**config.mk**
```make
export PLATFORM = sky130hd
export DESIGN_NAME = cl_cntr_seq
export DESIGN_NICKNAME = d
export VERILOG_FILES = /design/src/rtl/cl_cntr_seq_pkg.sv /design/src/rtl/cl_cntr_seq.sv
export SDC_FILE = /design/constraint.sdc
export NUM_CORES = 1
export LEC_CHECK = 0
export CAP_MARGIN = 20
export CELL_PAD_IN_SITES_DETAIL_PLACEMENT = 1
export CELL_PAD_IN_SITES_GLOBAL_PLACEMENT = 1
export CORE_MARGIN = 2
export CORE_UTILIZATION = 27
export CTS_CLUSTER_SIZE = 14
export DETAILED_ROUTE_END_ITERATION = 16
export PLACE_DENSITY = 0.8
export RECOVER_POWER = 100
export SETUP_SLACK_MARGIN = 0.4
export SKIP_CTS_REPAIR_TIMING = 1
export SYNTH_ARGS = -nofsm -noshare
export SYNTH_HDL_FRONTEND = slang
export SYNTH_SLANG_ARGS = --single-unit
```
**constraint.sdc**
```tcl
create_clock -name clk -period 1.5 [get_ports clk]
set_input_delay 0.3 -clock clk [delete_from_list [all_inputs] [get_ports clk]]
set_output_delay 0.3 -clock clk [all_outputs]
set_load 0.02 [all_outputs]
```
**src/rtl/cl_cntr_seq_pkg.sv**
```systemverilog
// Shared definitions for the cache-line counter sequencer: default widths,
// watchdog limit and the sequencer state encoding.
package cl_cntr_seq_pkg;

  localparam int CNTR_AW_DEF = 21;
  localparam int CNTR_DW_DEF = 16;
  localparam int ADDR_W_DEF  = 32;
  localparam int DCLS_DEF    = 4;
  localparam int WD_LIM_DEF  = 7;

  typedef enum logic [2:0] {
    ST_IDLE    = 3'd0,
    ST_EVAL    = 3'd1,
    ST_WAIT_RD = 3'd2,
    ST_CAP     = 3'd3,
    ST_STORE   = 3'd4,
    ST_WAIT_WR = 3'd5,
    ST_SEED    = 3'd6
  } state_e;

endpackage

```
**src/rtl/cl_cntr_seq.sv**
```systemverilog
// Drives the counter buffer eval/store protocol for dcache fills and
// write-backs and hands a {tag, counter} seed to the line cipher engine.
module cl_cntr_seq
  import cl_cntr_seq_pkg::*;
#(
  parameter int cntr_aw = CNTR_AW_DEF,
  parameter int cntr_dw = CNTR_DW_DEF,
  parameter int addr_w  = ADDR_W_DEF,
  parameter int dcls    = DCLS_DEF,
  parameter int wd_lim  = WD_LIM_DEF
) (
  input  logic                       clk,
  input  logic                       rst,
  input  logic                       fill_req,
  input  logic                       wb_req,
  input  logic [addr_w-1:0]          line_addr,
  output logic                       req_ack,
  output logic                       busy,
  output logic                       err,
  output logic                       seed_valid,
  input  logic                       seed_ready,
  output logic [cntr_aw+cntr_dw-1:0] seed,
  output logic                       seed_wb,
  output logic                       cntr_eval,
  output logic                       cntr_store,
  output logic                       cntr_invalid,
  output logic [cntr_aw-1:0]         tag_addr,
  input  logic                       cntr_done,
  input  logic [cntr_dw-1:0]         cache_cntr,
  output state_e                     o_dbg_state
);

  localparam int WD_W = $clog2(wd_lim + 1);

  // Seed handshake: the seed transfers on the rising edge where seed_valid
  // and seed_ready are both high; seed and seed_wb hold while seed_valid is
  // high and seed_ready is low.

  state_e             r_state;
  state_e             w_nxt_state;
  logic [WD_W-1:0]    r_wd;
  logic [cntr_dw-1:0] r_cntr;
  logic               w_can_accept;
  logic               w_accept;
  logic               w_accept_wb;
  logic               w_wd_expire;
  logic               w_in_wait;
  logic               w_unused_addr;

  assign w_in_wait = (r_state == ST_WAIT_RD) || (r_state == ST_WAIT_WR);

  always_comb begin
    w_nxt_state  = r_state;
    w_can_accept = 1'b0;
    w_accept     = 1'b0;
    w_accept_wb  = 1'b0;
    w_wd_expire  = 1'b0;
    case (r_state)
      ST_IDLE:    w_can_accept = 1'b1;
      ST_EVAL:    w_nxt_state = ST_WAIT_RD;
      ST_WAIT_RD: begin
        if (cntr_done) begin
          w_nxt_state = ST_CAP;
        end else if (r_wd == WD_W'(wd_lim - 1)) begin
          w_wd_expire = 1'b1;
          w_nxt_state = ST_IDLE;
        end
      end
      ST_CAP:     w_nxt_state = seed_wb ? ST_STORE : ST_SEED;
      ST_STORE:   w_nxt_state = ST_WAIT_WR;
      ST_WAIT_WR: begin
        if (cntr_done) begin
          w_nxt_state = ST_SEED;
        end else if (r_wd == WD_W'(wd_lim - 1)) begin
          w_wd_expire = 1'b1;
          w_nxt_state = ST_IDLE;
        end
      end
      ST_SEED: begin
        if (seed_valid && seed_ready) begin
          w_nxt_state  = ST_IDLE;
          w_can_accept = 1'b1;
        end
      end
      default:    w_nxt_state = ST_IDLE;
    endcase
    // The handshake edge doubles as an IDLE cycle so a held request is acked next cycle.
    if (w_can_accept && (wb_req || fill_req)) begin
      w_accept    = 1'b1;
      w_accept_wb = wb_req;
      w_nxt_state = ST_EVAL;
    end
  end

  always_ff @(posedge clk or negedge rst) begin
    if (!rst) begin
      r_state <= ST_IDLE;
      r_wd    <= '0;
    end else begin
      r_state <= w_nxt_state;
      r_wd    <= (w_in_wait && (w_nxt_state == r_state)) ? r_wd + WD_W'(1) : '0;
    end
  end

  always_ff @(posedge clk or negedge rst) begin
    if (!rst) begin
      req_ack    <= 1'b0;
      busy       <= 1'b0;
      err        <= 1'b0;
      seed_valid <= 1'b0;
      seed_wb    <= 1'b0;
      cntr_eval  <= 1'b0;
      cntr_store <= 1'b0;
      tag_addr   <= '0;
      r_cntr     <= '0;
    end else begin
      req_ack    <= w_accept;
      busy       <= (w_nxt_state != ST_IDLE);
      err        <= w_wd_expire;
      seed_valid <= (w_nxt_state == ST_SEED);
      cntr_eval  <= (r_state == ST_EVAL);
      cntr_store <= (r_state == ST_CAP) && seed_wb;
      if (w_accept) begin
        tag_addr <= line_addr[dcls+cntr_aw-1:dcls];
        seed_wb  <= w_accept_wb;
      end
      if (r_state == ST_CAP) begin
        r_cntr <= seed_wb ? cache_cntr + cntr_dw'(1) : cache_cntr;
      end
    end
  end

  assign seed          = {tag_addr, r_cntr};
  assign cntr_invalid  = 1'b0;
  assign o_dbg_state   = r_state;
  assign w_unused_addr = ^{line_addr[addr_w-1:dcls+cntr_aw], line_addr[dcls-1:0]};

endmodule

```
==> implementation parameters <==
Parameter                              Value

Route
  WL final    8.25 mm
  First-pass DRT Iterations    4
  Antenna Violating Nets Remaining    0
  Total via count after detailed routing    2,261
  DRC errors left    0
  Initial drt markers    23
  Average wire per standard cell    16.5 µm
  Vias per cell    4.51

Global route
  GR Util met1    16.5%
  Gr usage total    13.8%
  Antenna violations before repair    0
  Met2 GRT Util    25.3%
  Met3 capacity usage during global routing    2.29%
  Maximum number of pins on one net before global-route repair    35
  Residual overflow from global routing    0
  Most utilized layer in the global route result    met2
  Global-route wire length before repair    11.0 mm
  Vias in the first global route    2,242

Clock network
  Clock latency of the later-clocked register in the worst-skew pair    290 ps
  Clock transition time at the flip-flop clock pins of the worst setup and hold paths    90 ps
  Number of H-tree levels    2
  Number of CTS-inserted buffers    5
  Root buf cell    sky130_fd_sc_hd__clkbuf_8
  Clock tree from TritonCTS    yes
  Clock buffer depth    2
  Number of sinks driven by the clock tree    50

Synth
  Predominant post-synthesis flop cell    sky130_fd_sc_hd__dfrtp_1
  Fraction of post-synthesis cell area in the top cell type by area    49.4%
  Top cells by area in the synthesized netlist    sky130_fd_sc_hd__dfrtp_1, sky130_fd_sc_hd__mux2_4, sky130_fd_sc_hd__buf_4
  Number of synthesis warnings    0
  Number of enable flip-flop cells after synthesis    0
  Synth Net Count    279
  Mapped Avg Cell Area    11.4 µm²
  Number of distinct library cells after synthesis    35
  Yosys top cell by area    sky130_fd_sc_hd__dfrtp_1
  Most numerous cell types in the synthesized netlist    sky130_fd_sc_hd__dfrtp_1, sky130_fd_sc_hd__buf_4, sky130_fd_sc_hd__o21ai_0
  Share of flip-flops with an asynchronous set or reset after synthesis    100%
  Leading cell type by number of instances after synthesis    sky130_fd_sc_hd__dfrtp_1
  Register area share after synthesis    49.4%
  Syn Std Cell Area    0.00253 mm²
  Gate count of the mapped netlist    222
  Flip-flop and latch count after synthesis    50

Timing
  Fmax    0.591 GHz
  Post-route worst setup slack    -192 ps
  Minimum period implied by the final worst setup slack    1690 ps
  Post-route clock period utilization    113%
  Number of setup violations in the final report    41
  Hold Fails Final Rpt    0
  Max-slew violation count    0
  RSZ-0062 raised after global routing    yes
  Worst clock skew    3.29 ps
  Hold WS    360 ps

Finish
  Number of diodes    0
  Proportion of layout cells with a drive suffix above 1    53.6%
  Layout filler cell count    980
  Final Net Count    446
  Area growth from synthesis to layout    83.3%
  Final Core Density    50.7%

Setup path
  Worst Path Arrival    1880 ps
  Startpoint type of the worst setup path    flop
  Required arrival time at the worst endpoint    1680 ps
  Crit. Startpoint    o_dbg_state[2]
  Startpoint-to-endpoint class of the critical path    flop to flop
  Element type at the critical path end    flop
  Maximum fanout along the worst path    5
  Reg2reg start    o_dbg_state[2]

Placed design
  Final weighted congestion in routability-driven placement    0.847
  HPWL after detailed placement    5.54 mm
  Pre-CTS worst setup slack    -648 ps
  Port Buf Inserts    110

Flow run
  Max Cap Viol    0

Min path
  Startpoint of the worst hold path    wb_req
  Worst hold-check path type    input pin to flop

Floorplanning
  Initial core utilization    27.7%
  Top Ports    123
  Floorplan die height    101 µm
  Area of the core region    0.00915 mm²
  Die outline width    101 µm
  Rows    35
  Area enclosed by the die boundary    0.0102 mm²

Power and ir drop
  Worst voltage drop across the vdd grid    638 µV
  Power density over the cells    2140 mW/mm²
  Total Power Consumption    0.00993 W
  Static leakage    2.16 nW

Run status
  Violations in the final reports    setup timing
  Outcome    complete, but fails checks
## worst max-delay path, stage by stage (launching register included)
cell,delay [ps]
sky130_fd_sc_hd__dfrtp_2,450
sky130_fd_sc_hd__buf_6,130
sky130_fd_sc_hd__a2111oi_4,340
sky130_fd_sc_hd__buf_6,190
sky130_fd_sc_hd__clkbuf_16,160
sky130_fd_sc_hd__mux2_4,300
## cell families after synthesis
kind of cell | after synthesis | share of synthesized area (%)
AOI/OAI and AO/OA | 29 | 6.96
and+or+nand+nor | 65 | 14.1
muxes | 22 | 12.5
xor gates and xnor gates | 16 | 5.53
adders and majority gates | 3 | 1.48
other | 1 | 0.148
buffers and inverters | 36 | 9.83
DFF | 50 | 49.4
## state kept, by name, indices dropped and copies added, names as in the netlist, 3 cells and up
signal,cells
r_wd,3
o_dbg_state,3
tag_addr,21
r_cntr,16
## final timing paths
| path | to | slack, ps | depth (start not counted) |
|---|---|---|---|
| max reg2reg | tag_addr[16] | -190 | 5 |
| max in group asynchronous | o_dbg_state[2] | 200 | 3 |
| min | seed_wb | 360 | 2 |
| max | tag_addr[16] | -190 | 5 |
| min in group asynchronous | tag_addr[7] | 450 | 2 |
| min reg2reg | r_cntr[2] | 510 | 2 |
## cells in the final DEF (no fill, tap or decap), types with 2 or more instances in the layout
master / instances
sky130_fd_sc_hd__clkbuf_1: 2
sky130_fd_sc_hd__clkbuf_8: 6
sky130_fd_sc_hd__nor4_2: 5
sky130_fd_sc_hd__xor2_1: 3
sky130_fd_sc_hd__dlymetal6s2s_1: 6
sky130_fd_sc_hd__ha_2: 2
sky130_fd_sc_hd__a21oi_1: 3
sky130_fd_sc_hd__clkdlybuf4s50_1: 35
sky130_fd_sc_hd__clkbuf_16: 4
sky130_fd_sc_hd__nand3_2: 2
sky130_fd_sc_hd__nand3_1: 5
sky130_fd_sc_hd__inv_1: 5
sky130_fd_sc_hd__dfrtp_1: 46
sky130_fd_sc_hd__nand4_1: 5
sky130_fd_sc_hd__nand2b_4: 2
sky130_fd_sc_hd__xnor2_1: 13
sky130_fd_sc_hd__nor2b_4: 2
sky130_fd_sc_hd__buf_6: 80
sky130_fd_sc_hd__mux2_4: 21
sky130_fd_sc_hd__dfrtp_2: 4
sky130_fd_sc_hd__o21ai_1: 15
sky130_fd_sc_hd__o21ai_2: 3
sky130_fd_sc_hd__buf_4: 59
sky130_fd_sc_hd__nor2_1: 5
sky130_fd_sc_hd__or3_4: 2
sky130_fd_sc_hd__nor3b_1: 2
sky130_fd_sc_hd__nand3b_1: 4
sky130_fd_sc_hd__nand2_2: 2
sky130_fd_sc_hd__nor3_2: 2
sky130_fd_sc_hd__buf_12: 2
sky130_fd_sc_hd__nand2_1: 18
sky130_fd_sc_hd__o21ai_0: 3
## routing by layer
layer / vias to the layer above / share of wire, %
met4: 0 / 0.81
li1: 1070 / -
met2: 83 / 55
met3: 4 / 3.7
met5: - / 0
met1: 1104 / 40
## area by class of cell
type	count	area, µm²	share of cell area, %
Clock inverter	1	5.00	0.108
Inverter	5	18.8	0.404
Sequential cell	50	1260	27.1
Multi-Input combinational cell	136	1190	25.6
Tap cell	111	139	2.99
Timing Repair Buffer	191	1950	42.0
Clock buffer	7	86.3	1.86
## report_power, final
group,internal (W),switching [W],total [W]
clock,0.000373,0.000436,0.000810
sequential,0.00199,0.000698,0.00269
combinational,0.00370,0.00274,0.00643
total,0.00606,0.00387,0.00993
## metrics by stage
| stage | TNS [ps] | cells | area (µm²) |
|---|---|---|---|
| after floorplan | -5050 | 222 | 2620 |
| after global placement | -15610 | 453 | 3910 |
| after detailed placement | -18040 | 453 | 3910 |
| after CTS | -14410 | 461 | 4000 |
| after global routing | -7570 | 501 | 4640 |
| final | -5680 | 501 | 4640 |
No activity file was read; power rests on OpenSTA's default activity.
